$ cat config.mk
export PLATFORM = sky130hd
export DESIGN_NAME = sr_flag_ctrl_flat
export DESIGN_NICKNAME = d
export VERILOG_FILES = /design/src/rtl/sr_flag_pkg.sv /design/src/rtl/sr_flag_ctrl_if.sv /design/src/rtl/sr_flag_cell.sv /design/src/rtl/sr_flag_ctrl.sv /design/src/flat_wrapper.sv
export SDC_FILE = /design/constraint.sdc
export NUM_CORES = 1
export LEC_CHECK = 0
export CORE_UTILIZATION = 48
export CTS_BUF_LIST = sky130_fd_sc_hd__clkbuf_4 sky130_fd_sc_hd__clkbuf_8 sky130_fd_sc_hd__clkbuf_16
export DETAILED_ROUTE_END_ITERATION = 16
export GPL_ROUTABILITY_DRIVEN = 0
export PLACE_DENSITY = 0.85
export SLEW_MARGIN = 30
export SYNTH_ARGS = -nofsm -noshare
export SYNTH_HDL_FRONTEND = slang
export SYNTH_HIERARCHICAL = 1
export SYNTH_SLANG_ARGS = --single-unit
$ cat constraint.sdc
create_clock -name clk -period 2.6 [get_ports clk]
set_input_delay 0.78 -clock clk [delete_from_list [all_inputs] [get_ports clk]]
set_output_delay 0.78 -clock clk [all_outputs]
set_load 0.005 [all_outputs]
$ cat src/rtl/sr_flag_pkg.sv
// Shared encodings for the SR flag controller: request op codes and FSM states.
package sr_flag_pkg;
    localparam logic OP_CLR = 1'b0;
    localparam logic OP_SET = 1'b1;

    typedef enum logic [1:0] {
        IDLE  = 2'd0,
        SERVE = 2'd1,
        FLUSH = 2'd2
    } state_e;
endpackage

$ cat src/rtl/sr_flag_ctrl_if.sv
// Requester/flag-bank bundle; master = requester side, slave = controller.
interface sr_flag_ctrl_if #(
    parameter int NREQ  = 4,
    parameter int NFLAG = 8
);
    localparam int FW = $clog2(NFLAG);

    logic [NREQ-1:0]    req_valid;
    logic [NREQ-1:0]    req_op;
    logic [NREQ*FW-1:0] req_idx;
    logic [NREQ-1:0]    req_ready;
    logic               flush_req;
    logic               flush_done;
    logic               busy;
    logic               idx_err;
    logic [NFLAG-1:0]   flag_q;

    modport master (
        output req_valid, req_op, req_idx, flush_req,
        input  req_ready, flush_done, busy, idx_err, flag_q
    );

    modport slave (
        input  req_valid, req_op, req_idx, flush_req,
        output req_ready, flush_done, busy, idx_err, flag_q
    );
endinterface

$ cat src/rtl/sr_flag_cell.sv
// Single SR flip-flop status flag; 00 holds, 01 clears, 10 sets.
module sr_flag_cell (
    input  logic clk,
    input  logic rst,
    input  logic s,
    input  logic r,
    output logic q
);
    always_ff @(posedge clk or posedge rst) begin
        if (rst)
            q <= 1'b0;
        else if (s)
            q <= 1'b1;
        else if (r)
            q <= 1'b0;
    end

    a_no_set_and_reset: assert property (@(posedge clk) disable iff (rst) !(s && r));
endmodule

$ cat src/rtl/sr_flag_ctrl.sv
// Round-robin arbiter driving one SR flag per cycle, plus a sequential bank flush.
module sr_flag_ctrl
    import sr_flag_pkg::*;
#(
    parameter int NREQ  = 4,
    parameter int NFLAG = 8
) (
    input  logic         clk,
    input  logic         rst,
    sr_flag_ctrl_if.slave bus
);
    localparam int FW = $clog2(NFLAG);
    localparam int PW = (NREQ > 1) ? $clog2(NREQ) : 1;

    state_e          state_q, state_d;
    logic [PW-1:0]   ptr_q, ptr_d;
    logic [FW-1:0]   cnt_q, cnt_d;
    logic            idx_err_q, idx_err_d;
    logic            done_q, done_d;

    logic            found;
    logic [PW-1:0]   win, cand;
    logic            grant_en, hs, last_cnt, sel_op;
    logic [FW-1:0]   sel_idx;
    logic [NFLAG-1:0] s_v, r_v, q_v;

    always_ff @(posedge clk or posedge rst) begin
        if (rst) begin
            state_q   <= IDLE;
            ptr_q     <= '0;
            cnt_q     <= '0;
            idx_err_q <= 1'b0;
            done_q    <= 1'b0;
        end else begin
            state_q   <= state_d;
            ptr_q     <= ptr_d;
            cnt_q     <= cnt_d;
            idx_err_q <= idx_err_d;
            done_q    <= done_d;
        end
    end

    // Search ptr, ptr+1, ... (mod NREQ) for the first valid requester.
    always_comb begin
        found = 1'b0;
        win   = '0;
        cand  = '0;
        for (int i = 0; i < NREQ; i++) begin
            cand = PW'((int'(ptr_q) + i) % NREQ);
            if (!found && bus.req_valid[cand]) begin
                found = 1'b1;
                win   = cand;
            end
        end
        sel_op  = bus.req_op[win];
        sel_idx = bus.req_idx[win*FW +: FW];
    end

    // The flush completion cycle is reserved for flush_done; grants resume after it.
    assign grant_en = !rst && (state_q != FLUSH) && !bus.flush_req && !done_q;
    assign hs       = grant_en && found;
    assign last_cnt = (cnt_q == FW'(NFLAG - 1));

    always_comb begin
        state_d   = state_q;
        ptr_d     = ptr_q;
        cnt_d     = '0;
        idx_err_d = hs && (int'(sel_idx) >= NFLAG);
        done_d    = 1'b0;
        if (hs)
            ptr_d = (win == PW'(NREQ - 1)) ? '0 : win + 1'b1;
        case (state_q)
            IDLE: begin
                if (bus.flush_req)
                    state_d = FLUSH;
                else if (|bus.req_valid)
                    state_d = SERVE;
            end
            SERVE: begin
                if (bus.flush_req)
                    state_d = FLUSH;
                else if (!(|bus.req_valid))
                    state_d = IDLE;
            end
            FLUSH: begin
                cnt_d = last_cnt ? '0 : cnt_q + 1'b1;
                if (last_cnt) begin
                    state_d = IDLE;
                    done_d  = 1'b1;
                end
            end
            default: state_d = IDLE;
        endcase
    end

    always_comb begin
        bus.req_ready = '0;
        if (hs)
            bus.req_ready[win] = 1'b1;
        bus.busy       = (state_q == FLUSH);
        bus.flush_done = done_q;
        bus.idx_err    = idx_err_q;
        bus.flag_q     = q_v;
    end

    generate
        for (genvar gi = 0; gi < NFLAG; gi++) begin : g_cell
            assign s_v[gi] = hs && (sel_op == OP_SET) && (sel_idx == FW'(gi));
            assign r_v[gi] = (hs && (sel_op == OP_CLR) && (sel_idx == FW'(gi)))
                           || ((state_q == FLUSH) && (cnt_q == FW'(gi)));
            sr_flag_cell u_cell (
                .clk (clk),
                .rst (rst),
                .s   (s_v[gi]),
                .r   (r_v[gi]),
                .q   (q_v[gi])
            );
        end
    endgenerate
endmodule

$ cat src/flat_wrapper.sv
// flat-port wrapper written by rule: the top's interface ports become plain ports
module sr_flag_ctrl_flat import sr_flag_pkg::*;
#(
    parameter int NREQ  = 4,
    parameter int NFLAG = 8
)
  (clk, rst, bus_req_valid, bus_req_op, bus_req_idx, bus_flush_req, bus_req_ready, bus_flush_done, bus_busy, bus_idx_err, bus_flag_q);
  sr_flag_ctrl_if #(.NREQ(NREQ), .NFLAG(NFLAG)) bus_i ();
  input  logic clk;
  input  logic rst;
  input wire logic [$bits(bus_i.req_valid)-1:0] bus_req_valid;
  input wire logic [$bits(bus_i.req_op)-1:0] bus_req_op;
  input wire logic [$bits(bus_i.req_idx)-1:0] bus_req_idx;
  input wire logic [$bits(bus_i.flush_req)-1:0] bus_flush_req;
  output wire logic [$bits(bus_i.req_ready)-1:0] bus_req_ready;
  output wire logic [$bits(bus_i.flush_done)-1:0] bus_flush_done;
  output wire logic [$bits(bus_i.busy)-1:0] bus_busy;
  output wire logic [$bits(bus_i.idx_err)-1:0] bus_idx_err;
  output wire logic [$bits(bus_i.flag_q)-1:0] bus_flag_q;
  assign bus_i.req_valid = bus_req_valid;
  assign bus_i.req_op = bus_req_op;
  assign bus_i.req_idx = bus_req_idx;
  assign bus_i.flush_req = bus_flush_req;
  assign bus_req_ready = bus_i.req_ready;
  assign bus_flush_done = bus_i.flush_done;
  assign bus_busy = bus_i.busy;
  assign bus_idx_err = bus_i.idx_err;
  assign bus_flag_q = bus_i.flag_q;
  sr_flag_ctrl #(.NREQ(NREQ), .NFLAG(NFLAG)) u_core (.clk(clk), .rst(rst), .bus(bus_i));
endmodule
==> qor.yml, run 1 <==
die:
  die_h_um: 55.4
  die-area_um2: 3060
  start_util_pct: 52.8
  rows: 18
  io_pins: 38
  die_w_um: 55.4
  core_um2: 2590
timing:
  setup_viol: 6
  finalCritPeriodShare_pct: 103
  finalHoldViolCount: 0
  tns_ns: -0.169
  clock_skew_ns: 0.000492
  period_needed_ns: 2.67
  final.setup.worst_slack_ns: -0.0673
  grt_setup_unrepaired: "yes"
  tightest_slew_ns: 0.816
  slew_viol_final: 0
  timing.fmax_ghz: 0.375
  slew_headroom_pct: 45.2
  holdWs_ns: 0.477
synth:
  ys_seq_area_share_pct: 29.3
  synth-adder-area-share_pct: 9.16
  synth.top_cell.area_share_pct: 29.3
  muxShareOfSynthArea_pct: 11.8
  async_flop_share_pct: 100
  synth_top_family_by_area: "simple AND/OR/NAND/NOR gates"
  syn_area_per_cell_um2: 9.69
  synth.area.top_cells: "dfrtp_1, ha_1, o41ai_2"
  synth_cells: 141
  yosysMostFrequentCell: "inv_1"
  synth_edf_count: 0
  ys_types: 37
  yosys.area_share.simple_pct: 21.2
  synth_ff_type: "dfrtp_1"
  yosys_register_bits: 16
  synth_compound_area_share_pct: 19.0
  synthTopCellsByCount: "inv_1, dfrtp_1, ha_1"
  synth_area_um2: 1370
  synth_nets: 174
  synth_xor_area_share_pct: 0
  yosysWarningCount: 6
  synth_top_area_cell: "dfrtp_1"
global_routing:
  grt_overflow_total: 0
  antenna_found_initial: 0
  grt_pass1_wl_mm: 6.80
  grt_pass1_vias: 1518
  grt_use_total_pct: 28.2
  grt_max_degree: 10
clock_network:
  cts.sinks: 16
  clkTransAtPathRegs_ns: 0.10
  root_buffer: "clkbuf_4"
  clkLatencyLatePin_ns: 0.28
  cts_tree: "yes"
  ctsHoldBuffers: 0
  cts_buffers: 3
  cts.htree.levels: 1
  clockBufferDepth: 2
power_and_ir_drop:
  powerDensity_nw_per_um2: 881
  p_total_mw: 1.93
  max-vdd-ir-drop_mv: 0.685
  leakagePower_nw: 1.09
place:
  post_dp_cell_area_um2: 1910
  port_buffers: 36
  hpwl_mm: 2.83
final_layout:
  drive_above_1_share_pct: 41.7
  area_growth_syn_to_layout_pct: 60.1
  fin_nets: 245
  diodes: 0
  fin_area_um2: 2190
  post-route-util_pct: 84.4
routing:
  dr.pass1.iters: 4
  wire_per_inst_um: 18.3
  wl_met1_mm: 1.70
  highest_layer: "met4"
  met2RoutedLength_mm: 2.30
  vias: 1406
  met3_length_um: 240
  via_per_inst: 5.83
  final_antenna_net_count: 0
  drtIter0Drc: 64
  wirelength_mm: 4.41
  drc: 0
setup_path:
  crit_buf_inv: 4
  worstPathMaxFanout: 4
  path_cells: "buf_8 -> buf_6 -> nand4b_1 -> and4_4 -> buf_6 -> ha_4 -> and2_4 -> buf_6"
  cpMaxStageDelayCell: "and4_4"
  slowest_delay_ns: 0.18
  worstPathArrival_ns: 1.89
  cp-end-kind: "output port"
  path_delay_family: "simple AND/OR/NAND/NOR gates"
  start_kind: "input pin"
  path_class: "input pin to output port"
  required_ns: 1.82
  path_common_cell: "buf_6"
worst_hold_path:
  hp-class: "register to register"
flow_run:
  drv_cap: 0
run_status:
  status: "complete, but fails checks"
  violations: "negative setup slack"
[routing by layer]
metal	global-route usage [%]	vias to the layer above
met2	51.6	68
li1	-	640
met1	31.4	677
met3	4.68	21
met4	13.2	0
met5	0	-
[report_power, final]
part / switching (mW) / internal, mW
Combinational: 0.661 / 0.675
Clock: 0.0804 / 0.0852
Sequential: 0.0854 / 0.341
Total: 0.826 / 1.10
[area by class of cell]
class | count | area, um2
Multi-Input combinational cell | 96 | 993
Timing Repair Buffer | 69 | 618
Fill cell | 138 | 403
Sequential cell | 16 | 402
Inverter | 26 | 100
Tap cell | 30 | 37.5
Clock buffer | 4 | 36.3
[placed cells by master, fill, tap and decap left out, drive strengths merged]
| cell type | count |
|---|---|
| buf | 41 |
| clkdlybuf4s50 | 26 |
| inv | 26 |
| dfrtp | 16 |
| ha | 10 |
| nor4 | 10 |
| mux2i | 10 |
| a21o | 9 |
| nand2 | 8 |
| o41ai | 8 |
| nor2 | 6 |
| nand3 | 5 |
| and2 | 5 |
| clkbuf | 4 |
| o21ai | 4 |
| mux2 | 3 |
| a21oi | 3 |
| nor3 | 2 |
| and3 | 2 |
| nand2b | 2 |
| clkdlybuf4s15 | 1 |
| dlygate4sd2 | 1 |
| o22ai | 1 |
| nand4b | 1 |
| nand3b | 1 |
| and4 | 1 |
| o2bb2ai | 1 |
| and2b | 1 |
| a2bb2oi | 1 |
| or3b | 1 |
| conb | 1 |
[sequential cells by signal, indices dropped and copies added (netlist names)]
signal,flops
u_core/ptr_q,2
u_core/g_cell.u_cell/q,8
u_core/state_q,2
u_core/bus.flush_done,1
u_core/cnt_q,3
[cell families (layout without fill, tap and decap cells)]
logic type,Yosys count,after routing
AND/OR/NAND/NOR,45,45
AO/OA/AOI/OAI,27,27
other,1,1
buffers and inverters,29,99
multiplexers,13,13
adder cells (fa/ha/maj),10,10
flip-flops,16,16
[timing repair]
action	4_1_cts	5_1_grt
resized for setup	60	20
endpoints found under the setup margin	12	11
setup buffers	7	3
pin swaps	8	6
endpoints found under the hold margin	0	0
[metrics by stage]
stage / setup slack (ns) / cells
finish: -0.0673 / 241
global route: -0.0891 / 241
CTS: -0.0587 / 239
detailed placement: -0.854 / 228
global placement: -0.791 / 228
floorplan: 0.124 / 141
[path summary, 6_finish.rpt]
| check | startpoint | endpoint | slack (ns) | cells past startpoint |
|---|---|---|---|---|
| max | bus_req_valid[3] | bus_req_ready[3] | -0.07 | 8 |
| max reg2reg | u_core/ptr_q[1] | u_core/g_cell[2].u_cell/q | 0.03 | 11 |
| min | u_core/state_q[1] | u_core/state_q[0] | 0.48 | 1 |
| max in group asynchronous | rst | u_core/ptr_q[1] | 1.50 | 3 |
| min in group asynchronous | rst | u_core/g_cell[6].u_cell/q | 0.73 | 3 |
| min reg2reg | u_core/state_q[1] | u_core/state_q[0] | 0.48 | 1 |
Note: power is estimated with default switching activity, not from simulation.
==> run 2: changes to the inputs <==
--- a/config.mk
+++ b/config.mk
@@ -5,12 +5,12 @@
 export SDC_FILE = /design/constraint.sdc
 export NUM_CORES = 1
 export LEC_CHECK = 0
+export CAP_MARGIN = 10
 export CORE_UTILIZATION = 48
 export CTS_BUF_LIST = sky130_fd_sc_hd__clkbuf_4 sky130_fd_sc_hd__clkbuf_8 sky130_fd_sc_hd__clkbuf_16
 export DETAILED_ROUTE_END_ITERATION = 16
 export GPL_ROUTABILITY_DRIVEN = 0
 export PLACE_DENSITY = 0.85
-export SLEW_MARGIN = 30
 export SYNTH_ARGS = -nofsm -noshare
 export SYNTH_HDL_FRONTEND = slang
 export SYNTH_HIERARCHICAL = 1
==> results of run 2 <==
Same layout as run 1: the final DEF is identical, and so are final timing and power.
==> run 3: changes to the inputs <==
--- a/config.mk
+++ b/config.mk
@@ -10,6 +10,7 @@
 export CTS_BUF_LIST = sky130_fd_sc_hd__clkbuf_4 sky130_fd_sc_hd__clkbuf_8 sky130_fd_sc_hd__clkbuf_16
 export DETAILED_ROUTE_END_ITERATION = 16
 export GPL_ROUTABILITY_DRIVEN = 0
+export GPL_TIMING_DRIVEN = 0
 export PLACE_DENSITY = 0.85
 export SYNTH_ARGS = -nofsm -noshare
 export SYNTH_HDL_FRONTEND = slang
==> qor.yml, run 3 (synthesis gave the netlist of run 1 again) <==
clock_network:
  cts.htree.levels: 1  # unchanged
  root_buffer: "clkbuf_4"
  ctsHoldBuffers: 0  # unchanged
  clkLatencyLatePin_ns: 0.30  # +0.02 ns
  cts.sinks: 16  # unchanged
  cts_tree: "yes"
  clkTransAtPathRegs_ns: 0.10  # about the same
  cts_buffers: 3  # unchanged
  clockBufferDepth: 2  # unchanged
final_layout:
  diodes: 0  # unchanged
  seqCellArea_um2: 402  # unchanged
  top_regs: "u_core/g_cell.u_cell/q: 8 flops, u_core/cnt_q: 3 flops"
  regMostFlops: "u_core/g_cell.u_cell/q"
  mostFrequentLayoutCell: "clkdlybuf4s50_1"
  n_fill_cell: 124  # -10%
  largest_reg_flops: 8  # unchanged
  final_cell_mix: "clkdlybuf4s50_1, inv_1, buf_4, dfrtp_1"
  drive_above_1_share_pct: 41.0  # -0.71 points
  fin_nets: 234  # -4.5%
  multi_input_area_um2: 1070  # +7.4%
  area_growth_syn_to_layout_pct: 61.5
  fin_area_um2: 2210  # +0.92%
timing:
  slew_headroom_pct: 44.5  # -0.72 points
  final.setup.worst_slack_ns: -0.0542  # +0.0131 ns
  setup_viol: 4  # -2
  period_needed_ns: 2.65  # -0.0131 ns
  grt_setup_unrepaired: "yes"
  tightest_slew_ns: 0.827  # +0.0107 ns
  clock_skew_ns: 0.00322  # +0.00273 ns
  slew_viol_final: 0  # unchanged
  finalCritPeriodShare_pct: 102  # -0.50 points
  tns_ns: -0.0840  # +0.0846 ns
  finalHoldViolCount: 0  # unchanged
  timing.fmax_ghz: 0.377  # +0.49%
routing:
  drtIter0Drc: 56  # -13%
  vias: 1414  # +0.57%
  drc: 0  # unchanged
  final_antenna_net_count: 0  # unchanged
  via_per_inst: 6.15  # +5.4%
  wire_per_inst_um: 19.7  # +7.7%
  dr.pass1.iters: 5  # +1
  wirelength_mm: 4.53  # +2.8%
setup_path:
  worstPathMaxFanout: 7  # +3
  cp-end-kind: "output port"
  r2r_start: "u_core/ptr_q[1]"
  worstPathArrival_ns: 1.87  # -0.02 ns
  path_delay_family: "simple AND/OR/NAND/NOR gates"
  slowest_delay_ns: 0.57  # +0.39 ns
  ff2ff_path_depth: 10  # -1
  start_kind: "register"
  required_ns: 1.82  # about the same
  cpMaxStageDelayCell: "dfrtp_1"
  path_cells: "nor2_1 -> nand2_1 -> and4_4 -> inv_4 -> ha_1 -> and2_4 -> buf_6"
  path_class: "register to output port"
  crit_buf_inv: 2  # -2
  rrSetupSlack_ns: 0  # -0.03 ns
  rr_endpoint: "u_core/g_cell[7].u_cell/q"
power_and_ir_drop:
  p_sw_uw: 852  # +3.1%
  p_total_mw: 1.91  # -1.1%
  leakagePower_nw: 1.06  # -2.8%
  pwr-share-comb_pct: 67.5  # -1.8 points
  max-vdd-ir-drop_mv: 0.772  # +13%
  power_frac_clock_pct: 9.1  # +0.5 points
  netSwitchingFraction_pct: 44.7  # +1.8 points
  pwr-share-seq_pct: 23.4  # +1.3 points
  powerDensity_nw_per_um2: 864  # -2.0%
  internal_power_mw: 1.05  # -4.2%
worst_hold_path:
  hp-class: "input pin to async pin"
place:
  port_buffers: 36  # unchanged
  hpwl_mm: 2.48  # -13%
  post_dp_cell_area_um2: 1760  # -7.8%
global_routing:
  grt_pass1_vias: 1402  # -7.6%
  antenna_found_initial: 0  # unchanged
  grt_pass1_wl_mm: 6.57  # -3.4%
  grt_overflow_total: 0  # unchanged
  grt_max_degree: 11  # +1
  grt_use_total_pct: 27.1  # -1.1 points
die:
  start_util_pct: 52.8  # unchanged
  die_w_um: 55.4  # unchanged
  io_pins: 38  # unchanged
  rows: 18  # unchanged
  die-area_um2: 3060  # unchanged
  core_um2: 2590  # unchanged
  die_h_um: 55.4  # unchanged
run_status:
  violations: "negative setup slack"
  status: "complete, but fails checks"
flow_run:
  drv_cap: 0  # unchanged
run 3: cell count changes in the layout (fill, tap and decap cells not counted), sizes merged:
cell,before,now
clkbuf,4,5
dlygate4sd2,1,0
clkdlybuf4s15,1,0
buf,41,31
run 3: routing by layer:
layer  wire length, um  track usage [%]  vias to the layer above
met5                 0                0                        -
met4               231             11.4                        0
met3               308             5.39                       30
met2              2210             50.1                       86
met1              1780             29.8                      681
li1                  -                -                      617
run 3: cell type report:
class / count / share of cell area, %
inverter: 26 / 4.65
sequential: 16 / 18.2
clock buffer: 4 / 1.64
timing repair buffer: 56 / 24.6
tap: 30 / 1.70
multi-input combinational: 96 / 48.4
buffer: 2 / 0.850
run 3: how the worst max path moves through the flow:
stage / startpoint / end / slack, ns / cells past startpoint
6_report: u_core/ptr_q[0] / bus_req_ready[1] / -0.05 / 7
5_1_grt: u_core/ptr_q[0] / bus_req_ready[1] / -0.08 / 7
4_1_cts: bus_req_valid[2] / bus_req_ready[3] / -0.01 / 6
3_5_place_dp: rst / bus_req_ready[3] / -1.01 / 5
3_3_place_gp: rst / bus_req_ready[3] / -0.93 / 5
2_1_floorplan: bus_req_valid[3] / u_core/g_cell[4].u_cell/q / 0.12 / 9
run 3: stage by stage:
step | setup WS, ns | hold slack [ns] | utilization (%) | cells
floorplan | 0.124 | 0.432 | - | 141
global placement | -0.934 | 0.449 | 68.1 | 207
detailed placement | -1.01 | 0.468 | 68.1 | 207
CTS | -0.0121 | 0.398 | 78.1 | 228
global route | -0.0801 | 0.420 | 85.2 | 230
finish | -0.0542 | 0.421 | 85.2 | 230
run 3: timing repair:
item,CTS,global route
resized for setup,72,35
setup endpoints to repair,12,12
buffers inserted,17,4
pin swaps,6,10
run 3: power by group through the flow:
| stage | Clock, mW | Sequential, mW | Combinational [mW] |
|---|---|---|---|
| CTS | 0.172 | 0.433 | 1.04 |
| detailed placement | 0 | 0.425 | 0.879 |
| floorplan | 0 | 0.414 | 0.593 |
| global route | 0.185 | 0.459 | 1.35 |
| finish | 0.174 | 0.446 | 1.29 |
| global placement | 0 | 0.416 | 0.837 |
